===== config.mk =====
export PLATFORM = sky130hd
export DESIGN_NAME = cbx_param_cfgchain_flat
export DESIGN_NICKNAME = d
export VERILOG_FILES = /design/src/rtl/cbx_param_cfgchain_pkg.sv /design/src/rtl/cbx_param_cfgchain_if.sv /design/src/rtl/cbx_param_cfgchain_mux.sv /design/src/rtl/cbx_param_cfgchain.sv /design/src/flat_wrapper.sv
export SDC_FILE = /design/constraint.sdc
export NUM_CORES = 1
export LEC_CHECK = 0
export ABC_AREA = 1
export ABC_CLOCK_PERIOD_IN_PS = 1500
export CELL_PAD_IN_SITES_DETAIL_PLACEMENT = 1
export CELL_PAD_IN_SITES_GLOBAL_PLACEMENT = 2
export CORE_UTILIZATION = 27
export CTS_CLUSTER_SIZE = 14
export DETAILED_ROUTE_END_ITERATION = 8
export PLACE_DENSITY = 0.84
export REMOVE_ABC_BUFFERS = 1
export SLEW_MARGIN = 20
export SYNTH_ARGS = -nofsm -noshare
export SYNTH_HDL_FRONTEND = slang
export SYNTH_SLANG_ARGS = --single-unit

===== constraint.sdc =====
create_clock -name prog_clk -period 1.5 [get_ports prog_clk]
set_clock_uncertainty 0.05 [all_clocks]
set_input_delay 0.3 -clock prog_clk [delete_from_list [all_inputs] [get_ports prog_clk]]
set_output_delay 0.3 -clock prog_clk [all_outputs]
set_load 0.02 [all_outputs]

===== src/rtl/cbx_param_cfgchain_pkg.sv =====
// Shared constants and elaboration-time helpers for the X-channel connection
// block: defaults for the fabric geometry, clog2, tap placement and derivation
// of the per-pin configuration word widths.
package cb_cfg_pkg;

    localparam int CHAN_W_DEF     = 11;
    localparam int NUM_IPIN_DEF   = 8;
    localparam int TAPS_DEF       = 3;
    localparam int TAP_STRIDE_DEF = 5;

    // Smallest r with 2**r >= value (0 for value <= 1).
    function automatic int clog2(input int value);
        int res;
        res = 0;
        while ((1 << res) < value) begin
            res = res + 1;
        end
        return res;
    endfunction

    // Track feeding tap k of pin j; taps spread by stride and wrap around the channel.
    function automatic int tap_track(input int j, input int k, input int stride, input int w);
        return (j + k * stride) % w;
    endfunction

    // Select field width for a mux that sees a left and right copy of each tap.
    function automatic int sel_width(input int taps);
        return clog2(2 * taps);
    endfunction

    // Per-pin configuration word: enable bit above the select field.
    function automatic int cfg_width(input int taps);
        return sel_width(taps) + 1;
    endfunction

endpackage


===== src/rtl/cbx_param_cfgchain_if.sv =====
// Bundle of the config-chain and routing-channel signals of the connection block.
// master = the surrounding fabric/driver, slave = the connection block itself.
interface cbx_param_cfgchain_if #(
    parameter int CHAN_W   = 11,
    parameter int NUM_IPIN = 8
);
    logic                ccff_en;
    logic                ccff_head;
    logic                ccff_tail;
    logic                cfg_done;
    logic                cfg_err;
    logic [CHAN_W-1:0]   chanx_left_in;
    logic [CHAN_W-1:0]   chanx_right_in;
    logic [CHAN_W-1:0]   chanx_left_out;
    logic [CHAN_W-1:0]   chanx_right_out;
    logic [NUM_IPIN-1:0] ipin_out;

    modport master (
        output ccff_en, ccff_head, chanx_left_in, chanx_right_in,
        input  ccff_tail, cfg_done, cfg_err, chanx_left_out, chanx_right_out, ipin_out
    );

    modport slave (
        input  ccff_en, ccff_head, chanx_left_in, chanx_right_in,
        output ccff_tail, cfg_done, cfg_err, chanx_left_out, chanx_right_out, ipin_out
    );
endinterface


===== src/rtl/cbx_param_cfgchain_mux.sv =====
// One grid input pin: gathers its tapped tracks (left copy on even inputs,
// right copy on odd inputs), decodes the select, flags out-of-range selects
// and forces the pin low unless configuration is complete and idle.
module cb_ipin_mux
    import cb_cfg_pkg::*;
#(
    parameter  int CHAN_W     = CHAN_W_DEF,
    parameter  int TAPS       = TAPS_DEF,
    parameter  int TAP_STRIDE = TAP_STRIDE_DEF,
    parameter  int PIN_IDX    = 0,
    localparam int CFG_W      = cfg_width(TAPS)
) (
    input  logic [CHAN_W-1:0] left_in,
    input  logic [CHAN_W-1:0] right_in,
    input  logic [CFG_W-1:0]  cfg_word,
    input  logic              active,
    output logic              pin_out,
    output logic              sel_bad
);

    localparam int MUX_SIZE = 2 * TAPS;
    localparam int SEL_W    = CFG_W - 1;
    localparam logic [SEL_W:0] MUX_LIM = (SEL_W + 1)'(MUX_SIZE);

    logic [MUX_SIZE-1:0] mux_in_s;
    logic [SEL_W-1:0]    sel_s;
    logic                en_s;
    logic                in_range_s;
    logic                pick_s;
    logic                unused_s;

    assign en_s  = cfg_word[CFG_W-1];
    assign sel_s = cfg_word[SEL_W-1:0];

    // Not every pin taps every track; fold the whole channel so the rest is visibly intentional.
    assign unused_s = ^{left_in, right_in};

    for (genvar k = 0; k < TAPS; k++) begin : g_tap
        localparam int TRK = tap_track(PIN_IDX, k, TAP_STRIDE, CHAN_W);
        assign mux_in_s[2*k]   = left_in[TRK];
        assign mux_in_s[2*k+1] = right_in[TRK];
    end

    // Select decode: pick the mux input whose index equals sel (0 when none matches).
    always_comb begin
        pick_s = 1'b0;
        for (int i = 0; i < MUX_SIZE; i++) begin
            pick_s = (sel_s == SEL_W'(i)) ? mux_in_s[i] : pick_s;
        end
    end

    // Range check and output gating.
    always_comb begin
        in_range_s = ({1'b0, sel_s} < MUX_LIM);
        pin_out    = active & en_s & in_range_s & pick_s;
        sel_bad    = en_s & ~in_range_s;
    end

endmodule


===== src/rtl/cbx_param_cfgchain.sv =====
// X-channel connection block: straight-through tracks in both directions plus
// NUM_IPIN configurable input-pin muxes programmed through a serial ccff chain.
// A saturating bit counter raises cfg_done once the whole chain has been loaded;
// pins stay low while the chain is shifting or before it is full.
module cbx_param_cfgchain
    import cb_cfg_pkg::*;
#(
    parameter int CHAN_W     = CHAN_W_DEF,
    parameter int NUM_IPIN   = NUM_IPIN_DEF,
    parameter int TAPS       = TAPS_DEF,
    parameter int TAP_STRIDE = TAP_STRIDE_DEF
) (
    input logic                 prog_clk,
    input logic                 pReset,
    cbx_param_cfgchain_if.slave bus
);

    localparam int CFG_W    = cfg_width(TAPS);
    localparam int CFG_BITS = NUM_IPIN * CFG_W;
    localparam int CNT_W    = clog2(CFG_BITS + 1);
    localparam logic [CNT_W-1:0] CNT_MAX = CNT_W'(CFG_BITS);

    logic [CFG_BITS-1:0] chain_r;
    logic [CNT_W-1:0]    cnt_r;
    logic [CNT_W-1:0]    cnt_nxt_s;
    logic                done_r;
    logic                err_r;
    logic                active_s;
    logic [NUM_IPIN-1:0] bad_s;
    logic [NUM_IPIN-1:0] ipin_s;

    // Bit counter next value: one step per shift, parked at the chain length.
    always_comb begin
        cnt_nxt_s = cnt_r;
        if (bus.ccff_en && (cnt_r != CNT_MAX)) begin
            cnt_nxt_s = cnt_r + CNT_W'(1);
        end else begin
            cnt_nxt_s = cnt_r;
        end
    end

    // Config chain, counter, done and error flags.
    always_ff @(posedge prog_clk or negedge pReset) begin
        if (!pReset) begin
            chain_r <= {CFG_BITS{1'b0}};
            cnt_r   <= {CNT_W{1'b0}};
            done_r  <= 1'b0;
            err_r   <= 1'b0;
        end else begin
            if (bus.ccff_en) begin
                chain_r <= {chain_r[CFG_BITS-2:0], bus.ccff_head};
            end else begin
                chain_r <= chain_r;
            end
            cnt_r  <= cnt_nxt_s;
            done_r <= (cnt_nxt_s == CNT_MAX);
            err_r  <= done_r & (|bad_s);
        end
    end

    // Pins only follow the fabric once the chain is full and no longer shifting.
    assign active_s = done_r & ~bus.ccff_en;

    for (genvar j = 0; j < NUM_IPIN; j++) begin : g_pin
        cb_ipin_mux #(
            .CHAN_W     (CHAN_W),
            .TAPS       (TAPS),
            .TAP_STRIDE (TAP_STRIDE),
            .PIN_IDX    (j)
        ) u_mux (
            .left_in  (bus.chanx_left_in),
            .right_in (bus.chanx_right_in),
            .cfg_word (chain_r[j*CFG_W +: CFG_W]),
            .active   (active_s),
            .pin_out  (ipin_s[j]),
            .sel_bad  (bad_s[j])
        );
    end

    assign bus.ipin_out        = ipin_s;
    assign bus.ccff_tail       = chain_r[CFG_BITS-1];
    assign bus.cfg_done        = done_r;
    assign bus.cfg_err         = err_r;
    assign bus.chanx_right_out = bus.chanx_left_in;
    assign bus.chanx_left_out  = bus.chanx_right_in;

endmodule


===== src/flat_wrapper.sv =====
// flat-port wrapper written by rule: the top's interface ports become plain ports
module cbx_param_cfgchain_flat import cb_cfg_pkg::*;
#(
    parameter int CHAN_W     = CHAN_W_DEF,
    parameter int NUM_IPIN   = NUM_IPIN_DEF,
    parameter int TAPS       = TAPS_DEF,
    parameter int TAP_STRIDE = TAP_STRIDE_DEF
)
  (prog_clk, pReset, bus_ccff_en, bus_ccff_head, bus_chanx_left_in, bus_chanx_right_in, bus_ccff_tail, bus_cfg_done, bus_cfg_err, bus_chanx_left_out, bus_chanx_right_out, bus_ipin_out);
  cbx_param_cfgchain_if #(.CHAN_W(CHAN_W), .NUM_IPIN(NUM_IPIN)) bus_i ();
  input logic prog_clk;
  input logic pReset;
  input wire logic [$bits(bus_i.ccff_en)-1:0] bus_ccff_en;
  input wire logic [$bits(bus_i.ccff_head)-1:0] bus_ccff_head;
  input wire logic [$bits(bus_i.chanx_left_in)-1:0] bus_chanx_left_in;
  input wire logic [$bits(bus_i.chanx_right_in)-1:0] bus_chanx_right_in;
  output wire logic [$bits(bus_i.ccff_tail)-1:0] bus_ccff_tail;
  output wire logic [$bits(bus_i.cfg_done)-1:0] bus_cfg_done;
  output wire logic [$bits(bus_i.cfg_err)-1:0] bus_cfg_err;
  output wire logic [$bits(bus_i.chanx_left_out)-1:0] bus_chanx_left_out;
  output wire logic [$bits(bus_i.chanx_right_out)-1:0] bus_chanx_right_out;
  output wire logic [$bits(bus_i.ipin_out)-1:0] bus_ipin_out;
  assign bus_i.ccff_en = bus_ccff_en;
  assign bus_i.ccff_head = bus_ccff_head;
  assign bus_i.chanx_left_in = bus_chanx_left_in;
  assign bus_i.chanx_right_in = bus_chanx_right_in;
  assign bus_ccff_tail = bus_i.ccff_tail;
  assign bus_cfg_done = bus_i.cfg_done;
  assign bus_cfg_err = bus_i.cfg_err;
  assign bus_chanx_left_out = bus_i.chanx_left_out;
  assign bus_chanx_right_out = bus_i.chanx_right_out;
  assign bus_ipin_out = bus_i.ipin_out;
  cbx_param_cfgchain #(.CHAN_W(CHAN_W), .NUM_IPIN(NUM_IPIN), .TAPS(TAPS), .TAP_STRIDE(TAP_STRIDE)) u_core (.prog_clk(prog_clk), .pReset(pReset), .bus(bus_i));
endmodule

* Yosys cells after proc, flatten, opt, wreduce, memory -nomap -nowiden *
Index checks and enable logic that the tools add are counted.
Widths: inputs -> output; s select.

word-level totals
  register bits after elaboration = 40
  output and inout bits = 33
  bits of input ports = 26

operators by class
  equal/unequal tests = 42
  $lt $le $gt $ge = 8
  add/subtract/negate cells = 1
  bitwise logic cells = 43
  multiplexer cells = 49
  reductions and logical operators = 10

operators by type and width
  kind                 count
  $eq 3x2->1 const B   16
  $eq 3x3->1 const B   16
  $mux 1               48
  $and 1x1->1          34
  $eq 3x1->1 const B   8
  $logic_not 3->1      8
  $lt 3x3->1 const B   8
  $not 1->1            9
  $reduce_or 8->1      1
  $add 6x1->6 const B  1
  $eq 6x6->1 const B   1
  $mux 6               1
  $ne 6x6->1 const B   1
  $logic_and 1x1->1    1

* Logic depth before layout (Yosys ltp) *
Gate-level depths: netlist (run 1).

  word-level depth = 8
  mapped depth = 11

* By module *
Synthesis (run 1) repeated with hierarchy kept, for this count alone.

second synthesis, totals
  cells, all modules = 375
  area total of the unflattened synthesis = 2586.2 um^2

modules (own cells, without submodules)
  module              area an instance (um^2)  times used  seq. area each (um^2)  cells each
  cbx_param_cfgchain  1775.5                   1           1001.0                 191
  cb_ipin_mux         101.3                    8           0.0                    23

* Worst setup path before layout (run 1) *
Ideal clock, no wire load.

  path kind = register to output
  start point = register u_core.done_r (netlist: u_core.bus.cfg_done)
  end point = output bus_ipin_out[0]
  data required time = 1.150 ns
  setup slack = -0.009 ns
  path buffers = 1
  arrival time = 1.159 ns
  cell stages (with the launch flop) = 6
  path through = dfrtp_1 -> inv_1 -> nor2_1 -> nand3_1 -> a21oi_1 -> buf_4

on the way
  longest elaborated chain between the ends = 4

ends and longest elaborated chain
  element                   RTL line                      source
  start: declaration        cbx_param_cfgchain.sv:26      logic done_r;
  start signal: assignment  cbx_param_cfgchain.sv:56      done_r <= (cnt_nxt_s == CNT_MAX);
  $and 1x1->1               cbx_param_cfgchain.sv:62      assign active_s = done_r & ~bus.ccff_en;
  $and 1x1->1 (3 in a row)  cbx_param_cfgchain_mux.sv:55  pin_out = active & en_s & in_range_s & pick_s;
  end: declaration          flat_wrapper.sv:22            output wire logic [$bits(bus_i.ipin_out)-1:0] bus_ipin_out;

No other way between the ends.

* Worst setup path after layout (run 1) *
  start point = register u_core.chain_r[16]
  end point = output bus_ipin_out[4]

on the way
  longest elaborated chain between the ends = 8
  elaborated cells on any way between the ends = 15
  classes of those cells = order compare (1); eq/ne (5); mux (6); bitwise (2); reduce/logical (1)

ends and longest elaborated chain
  element                   RTL line                      source
  start: declaration        cbx_param_cfgchain.sv:23      logic [CFG_BITS-1:0] chain_r;
  start signal: assignment  cbx_param_cfgchain.sv:45      chain_r <= {CFG_BITS{1'b0}};
  start signal: assignment  cbx_param_cfgchain.sv:51      chain_r <= {chain_r[CFG_BITS-2:0], bus.ccff_head};
  start signal: assignment  cbx_param_cfgchain.sv:53      chain_r <= chain_r;
  $logic_not 3->1           cbx_param_cfgchain_mux.sv:48  pick_s = (sel_s == SEL_W'(i)) ? mux_in_s[i] : pick_s;
  $mux 1 (6 in a row)       cbx_param_cfgchain_mux.sv:48
  $and 1x1->1 *             cbx_param_cfgchain_mux.sv:55

Every way passes the cells marked *; elsewhere a longest branch is shown, timed or not.

==> results of run 1 <==
-- through the flow --
step	power, mW	utilization [%]
floorplan	1.94	-
global placement	2.57	38.1
detailed placement	2.62	38.1
CTS	3.37	39.3
global route	3.80	41.3
finish	3.54	41.3
-- power by group through the flow --
stage	Combinational (mW)	Sequential (mW)	Clock, mW
floorplan	0.477	1.47	0
global placement	1.08	1.49	0
detailed placement	1.12	1.50	0
CTS	1.14	1.49	0.747
global route	1.46	1.54	0.795
finish	1.30	1.50	0.730
-- path summary, 6_finish.rpt --
kind                                         start             endpoint  slack, ps  cells past startpoint
max in group asynchronous                   pReset    u_core.chain_r[0]        440                      3
min in group prog_clk           u_core.chain_r[13]   u_core.chain_r[14]        480                      2
worst max-delay path            u_core.chain_r[16]      bus_ipin_out[4]       -260                      7
worst min register to register  u_core.chain_r[13]   u_core.chain_r[14]        480                      2
worst min-delay path                        pReset   u_core.chain_r[10]        450                      2
worst max register to register     u_core.cnt_r[1]  u_core.bus.cfg_done         70                     11
-- registers in the layout, indices dropped and copies added, names as in the netlist --
signal	count
u_core.bus.cfg_done	1
u_core.bus.cfg_err	1
u_core.cnt_r	6
u_core.chain_r	32
-- synth_stat cells, types with 2 or more instances --
master,instances
nor2_1,13
nor3_1,2
xor2_1,3
nand4_1,2
buf_2,3
nand2_1,68
o2111ai_1,6
dfrtp_1,40
o21ai_0,51
buf_4,31
o22ai_1,4
ha_1,2
inv_1,44
a21oi_1,23
nand3_1,12
-- logic make-up after synthesis --
family / synth area share, %
compound gates: 19.0
buf+inv: 18.5
xor+xnor: 1.11
mux: 0.476
flops: 42.4
fa+ha+maj: 1.06
simple gates: 17.6
-- worst register-to-register path: stages, from the launching register on --
cell     delay (ps)
dfrtp_1         410
inv_1            70
ha_2            170
nand2_2          60
inv_2            40
nand3_4          80
nand2_2          80
nand2_2          90
nand2_2          60
nor2_2          100
nand2_1          50
nor2_1          100
-- layer usage --
metal | track usage (%) | share of wire [%]
met1 | 20.6 | 48
met2 | 24.4 | 47
met3 | 2.23 | 3.5
met4 | 5.60 | 1.3
met5 | 0 | 0
-- repair_timing --
| action | in CTS | in global routing |
|---|---|---|
| gates resized for setup | 112 | 63 |
| setup buffers | 1 | 6 |
| endpoints found under the setup margin | 33 | 21 |
| hold endpoints to repair | 18 | 0 |
| hold buffers | 1 | 0 |
| pin swaps | 17 | 25 |
-- final cells by class --
type	instances	area, µm²	share of cell area (%)
clock buffers	7	76.3	2.22
clock inverters	1	8.76	0.254
inverters	44	165	4.80
multi-input cells	191	1050	30.6
flip-flops and latches	40	1010	29.3
well taps	105	131	3.82
repair buffers	116	998	29.0
==> results.md, run 1 <==
- Req. time, crit path: 1150 ps
- ANT nets after route: 0
- Main area contributors after synthesis: dfrtp_1, o21ai_0, nand2_1
- Failing checks: negative setup slack
- CTS buffer count: 5
- Crit path max-delay cell type: dfrtp_1
- Setup violators final: 8
- Chip Width: 95.6 µm
- Number of port buffers: 58
- Total Wirelength: 6.72 mm
- Sequential Power Share: 42.6%
- Die span in y: 95.6 µm
- Num rows: 33
- Leading cell type in the layout, fill and taps excluded: nand2_1
- P_int: 2.25 mW
- Sw frac: 36.5%
- DR iter-0 viols: 62
- Post-DR vias/cell: 4.48
- Initial Util: 28.3%
- Initial antenna violation count: 0
- Seq cells post-synth: 40
- Seq/Total Area, Yosys: 42.4%
- Reg clk slew, reported paths: 90 ps
- Largest net degree at the start of global routing: 71
- Synth cell types: 24
- Top delay family on crit path: flip-flops
- GRT Util Overall: 15.2%
- Crit path buffers/inverters: 2
- Htree depth: 2
- Top_reg_cell synth: dfrtp_1
- Inst Count DP: 488
- Slew margin rel.: 67.4%
- DP Worst Slack: -873 ps
- First-pass GRT wire length: 10.7 mm
- Mapped Cells: 313
- Synthesized area per cell: 7.55 µm²
- Post-route insts no fill: 504
- Count of boundary I/O pins: 59
- Clk root buf: clkbuf_8
- Post-synth EDFFs: 0
- Hold Crit Class: in -> async
- Endpoints failing hold: 0
- Leak: 1.62 nW
- Max Cap Viol: 0
- Final critical-path share of the clock period: 117%
- Synth top area share: 42.4%
- Bufs on Longest Clock Path: 2
- Comb power frac: 36.8%
- Nature of the critical path startpoint: flop
- Fillers: 1016
- GP Congestion: 0.765
- DRT Pass-1 Iters: 4
- Dpl cell area: 3180 µm²
- Power density over the cells: 1030 nW/µm²
- Maximum vdd drop: 535 µV
- Setup TNS: -1880 ps
- Share of flip-flops with an asynchronous set or reset: 100%
- Worst-Margin Slew: 488 ps
- Slew Limit Fails: 0
- Crit Path Class: reg -> out
- Critical Path Max Stage Delay: 390 ps
- Worst path most repeated cell: nand2_1
- CP cell instances: inv_2 > a21oi_2 > o21ai_1 > nand2_1 > nand2_1 > a21oi_1 > buf_4
- WP data arrival: 1410 ps
- Core area: 8340 µm²
- Setup crit end kind: primary output
- Yosys warns: 0
- Grt ovf: 0
- Clock share of power: 20.7%
- Layout cells sized above 1: 34.8%
- Skew-Pair Late Insertion Delay: 300 ps
- Setup WS post-layout: -259 ps
- HPWL after DPL: 4.84 mm
- Layout area overhead: 45.6%
- Nets: 426
- Psw: 1.29 mW
- Outcome: complete, but fails checks
- Post-Layout Inst Area: 3440 µm²
- Most frequent cells in the layout: nand2_1, buf_4, dfrtp_1, o21ai_0, inv_1
- Crit Path Max Fanout: 6
- Final hold slack: 448 ps
- Synth area leader: dfrtp_1
- Cell Area, Synth: 2360 µm²
- ANT cells: 0
- Clock Sinks: 40
- Vias in the first global route: 2249
- Drt drc: 0
- CTS tree: built
- Tmin final: 1760 ps
- Routed length per instance: 13.3 µm
- F_max: 568 MHz
- Via count: 2256
- RSZ-0062 raised after global routing: yes
- Die area: 9130 µm²
No activity file was read; power rests on OpenSTA's default activity.
==> run 2, diff against run 1 <==
ABC_AREA = not set   (was 1)
CORE_UTILIZATION = 32   (was 27)
PLACE_DENSITY = 0.85   (was 0.84)
==> results.md, run 2 <==
- Reg clk slew, reported paths: 80 ps
- CP cell instances: mux4_2 > mux2i_1 > nor2_1 > buf_4
- Req. time, crit path: 1150 ps
- Most frequent cells in the layout: buf_4, dlygate4sd2_1, dfrtp_1, mux2_2, nor2_1
- Maximum vdd drop: 730 µV
- GP Congestion: 0.768
- Largest reg by FF count: u_core.chain_r
- Largest net degree at the start of global routing: 41
- Share of flip-flops with an asynchronous set or reset: 100%
- Crit Path Max Fanout: 2
- Synth top area share: 42.9%
- Slew margin rel.: 82.9%
- Mapped Cells: 194
- Setup violators final: 9
- GRT Util Overall: 17.4%
- Post-DR vias/cell: 4.75
- Layout cells sized above 1: 44.1%
- Worst reg-to-reg path cell count: 6
- Hold Crit Class: in -> async
- CP startpoint: u_core.chain_r[16]
- Crit Path Class: reg -> out
- F_max: 528 MHz
- Vias in the first global route: 1972
- Number of port buffers: 58
- Commonest cells in the netlist: dfrtp_1, mux2_2, buf_4
- Core area: 6910 µm²
- Dpl cell area: 3180 µm²
- Initial Util: 33.8%
- Slew Limit Fails: 0
- Worst-Margin Slew: 257 ps
- Max Cap Viol: 0
- Post-route insts no fill: 377
- Final critical-path share of the clock period: 126%
- Nets: 308
- Clock Sinks: 40
- Top_reg_cell synth: dfrtp_1
- Final hold slack: 457 ps
- Seq/Total Area, Yosys: 42.9%
- Synthesized area per cell: 12.0 µm²
- Failing checks: negative setup slack
- WP data arrival: 1550 ps
- CTS tree: built
- Clk root buf: clkbuf_8
- Leak: 1.57 nW
- Cell Area, Synth: 2330 µm²
- Htree depth: 2
- Total Wirelength: 6.00 mm
- Leading cell type in the layout, fill and taps excluded: buf_4
- Post-synth EDFFs: 0
- Skew-Pair Late Insertion Delay: 290 ps
- Initial antenna violation count: 0
- Post-Layout Inst Area: 3300 µm²
- Tmin final: 1900 ps
- Bufs on Longest Clock Path: 2
- DRT Pass-1 Iters: 4
- Capture point of the worst reg-to-reg path: u_core.bus.cfg_done
- Grt ovf: 0
- First-pass GRT wire length: 10.0 mm
- Inst Count DP: 365
- Via count: 1790
- Fillers: 766
- DR iter-0 viols: 37
- Most numerous cell in the Yosys netlist: dfrtp_1
- Num rows: 30
- Die span in y: 87.4 µm
- Die area: 7630 µm²
- R2r setup slk: 20 ps
- Seq cells post-synth: 40
- HPWL after DPL: 4.57 mm
- Synth cell types: 24
- CP Depth: 4
- CTS buffer count: 5
- Chip Width: 87.4 µm
- Biggest regs: u_core.chain_r (32), u_core.cnt_r (6)
- R2r startpoint: u_core.cnt_r[0]
- CP Capture Point: bus_ipin_out[4]
- DP Worst Slack: -915 ps
- Drt drc: 0
- Critical Path Max Stage Delay: 510 ps
- ANT cells: 0
- Nature of the critical path startpoint: flop
- Outcome: complete, but fails checks
- RSZ-0062 raised after global routing: yes
- Yosys warns: 0
- Count of boundary I/O pins: 59
- Setup crit end kind: primary output
- Main area contributors after synthesis: dfrtp_1, mux2_2, buf_4
- Max reg flops: 32
- Endpoints failing hold: 0
- Top delay family on crit path: multiplexers
- ANT nets after route: 0
- Crit path buffers/inverters: 1
- Power density over the cells: 1530 nW/µm²
- Crit path max-delay cell type: mux4_2
- Setup WS post-layout: -396 ps
- Synth area leader: dfrtp_1
- Layout area overhead: 41.7%
- Routed length per instance: 15.9 µm
-- run 2: worst reg2reg max path: stages, from the launching register on --
cell and delay (ps):
dfrtp_1 410, buf_6 140, ha_4 150, a211o_2 300, o21ai_2 60, a21oi_1 60
nor4_2 230
-- run 2: through the flow --
stage               setup TNS (ps)  utilization [%]  total power [mW]
floorplan                     -357                -              2.94
global placement            -27740             46.0              4.04
detailed placement          -28610             46.0              4.14
CTS                          -3150             47.4              5.04
global route                 -3710             47.8              5.40
finish                       -2970             47.8              5.05
-- run 2: logic make-up after synthesis --
logic type                 after synthesis  share of synthesized area [%]
DFF                                     40                           42.9
AOI/OAI and AO/OA                       11                           3.97
and+or+nand+nor                         41                           8.37
buffers and inverters                   38                           11.2
muxes                                   58                           31.0
xor gates and xnor gates                 4                           1.50
adders and majority gates                2                           1.07
-- run 2: worst min path at each step --
| stage | endpoint | cells past startpoint | slack (ps) | startpoint |
|---|---|---|---|---|
| finish | u_core.chain_r[9] | 3 | 460 | pReset |
| global route | u_core.chain_r[31] | 3 | 480 | pReset |
| CTS | u_core.chain_r[4] | 3 | 460 | pReset |
| detailed placement | u_core.chain_r[31] | 2 | 240 | pReset |
| global placement | u_core.chain_r[31] | 2 | 240 | pReset |
| floorplan | u_core.bus.cfg_done | 0 | -50 | pReset |
-- run 2: report_power, final --
group / switching, mW / internal (mW) / total (mW) / leakage [nW]
Clock: 0.376 / 0.374 / 0.750 / 0.0445
Combinational: 0.921 / 1.48 / 2.40 / 1.03
Sequential: 0.403 / 1.50 / 1.90 / 0.498
Total: 1.70 / 3.35 / 5.05 / 1.57
-- run 2: layer usage --
layer	vias to the layer above	routed length, µm	GRT usage (%)
met1	901	2650	22.3
met5	-	0	0
met2	43	3020	30.2
li1	840	-	-
met4	0	56	4.17
met3	6	280	3.32
-- run 2: timing repair --
item,4_1_cts,5_1_grt
hold buffers,1,0
gates resized for setup,95,7
hold endpoints to repair,40,0
setup buffers,3,1
pin swaps,10,4
setup endpoints to repair,52,15
-- run 2: final cells by class --
type | count | area (µm²) | area share, %
Clock buffer | 7 | 86.3 | 2.61
Inverter | 4 | 15.0 | 0.455
Timing Repair Buffer | 113 | 952 | 28.8
Sequential cell | 40 | 1000 | 30.3
Multi-Input combinational cell | 116 | 1120 | 33.9
Clock inverter | 1 | 7.51 | 0.227
Tap cell | 96 | 120 | 3.64
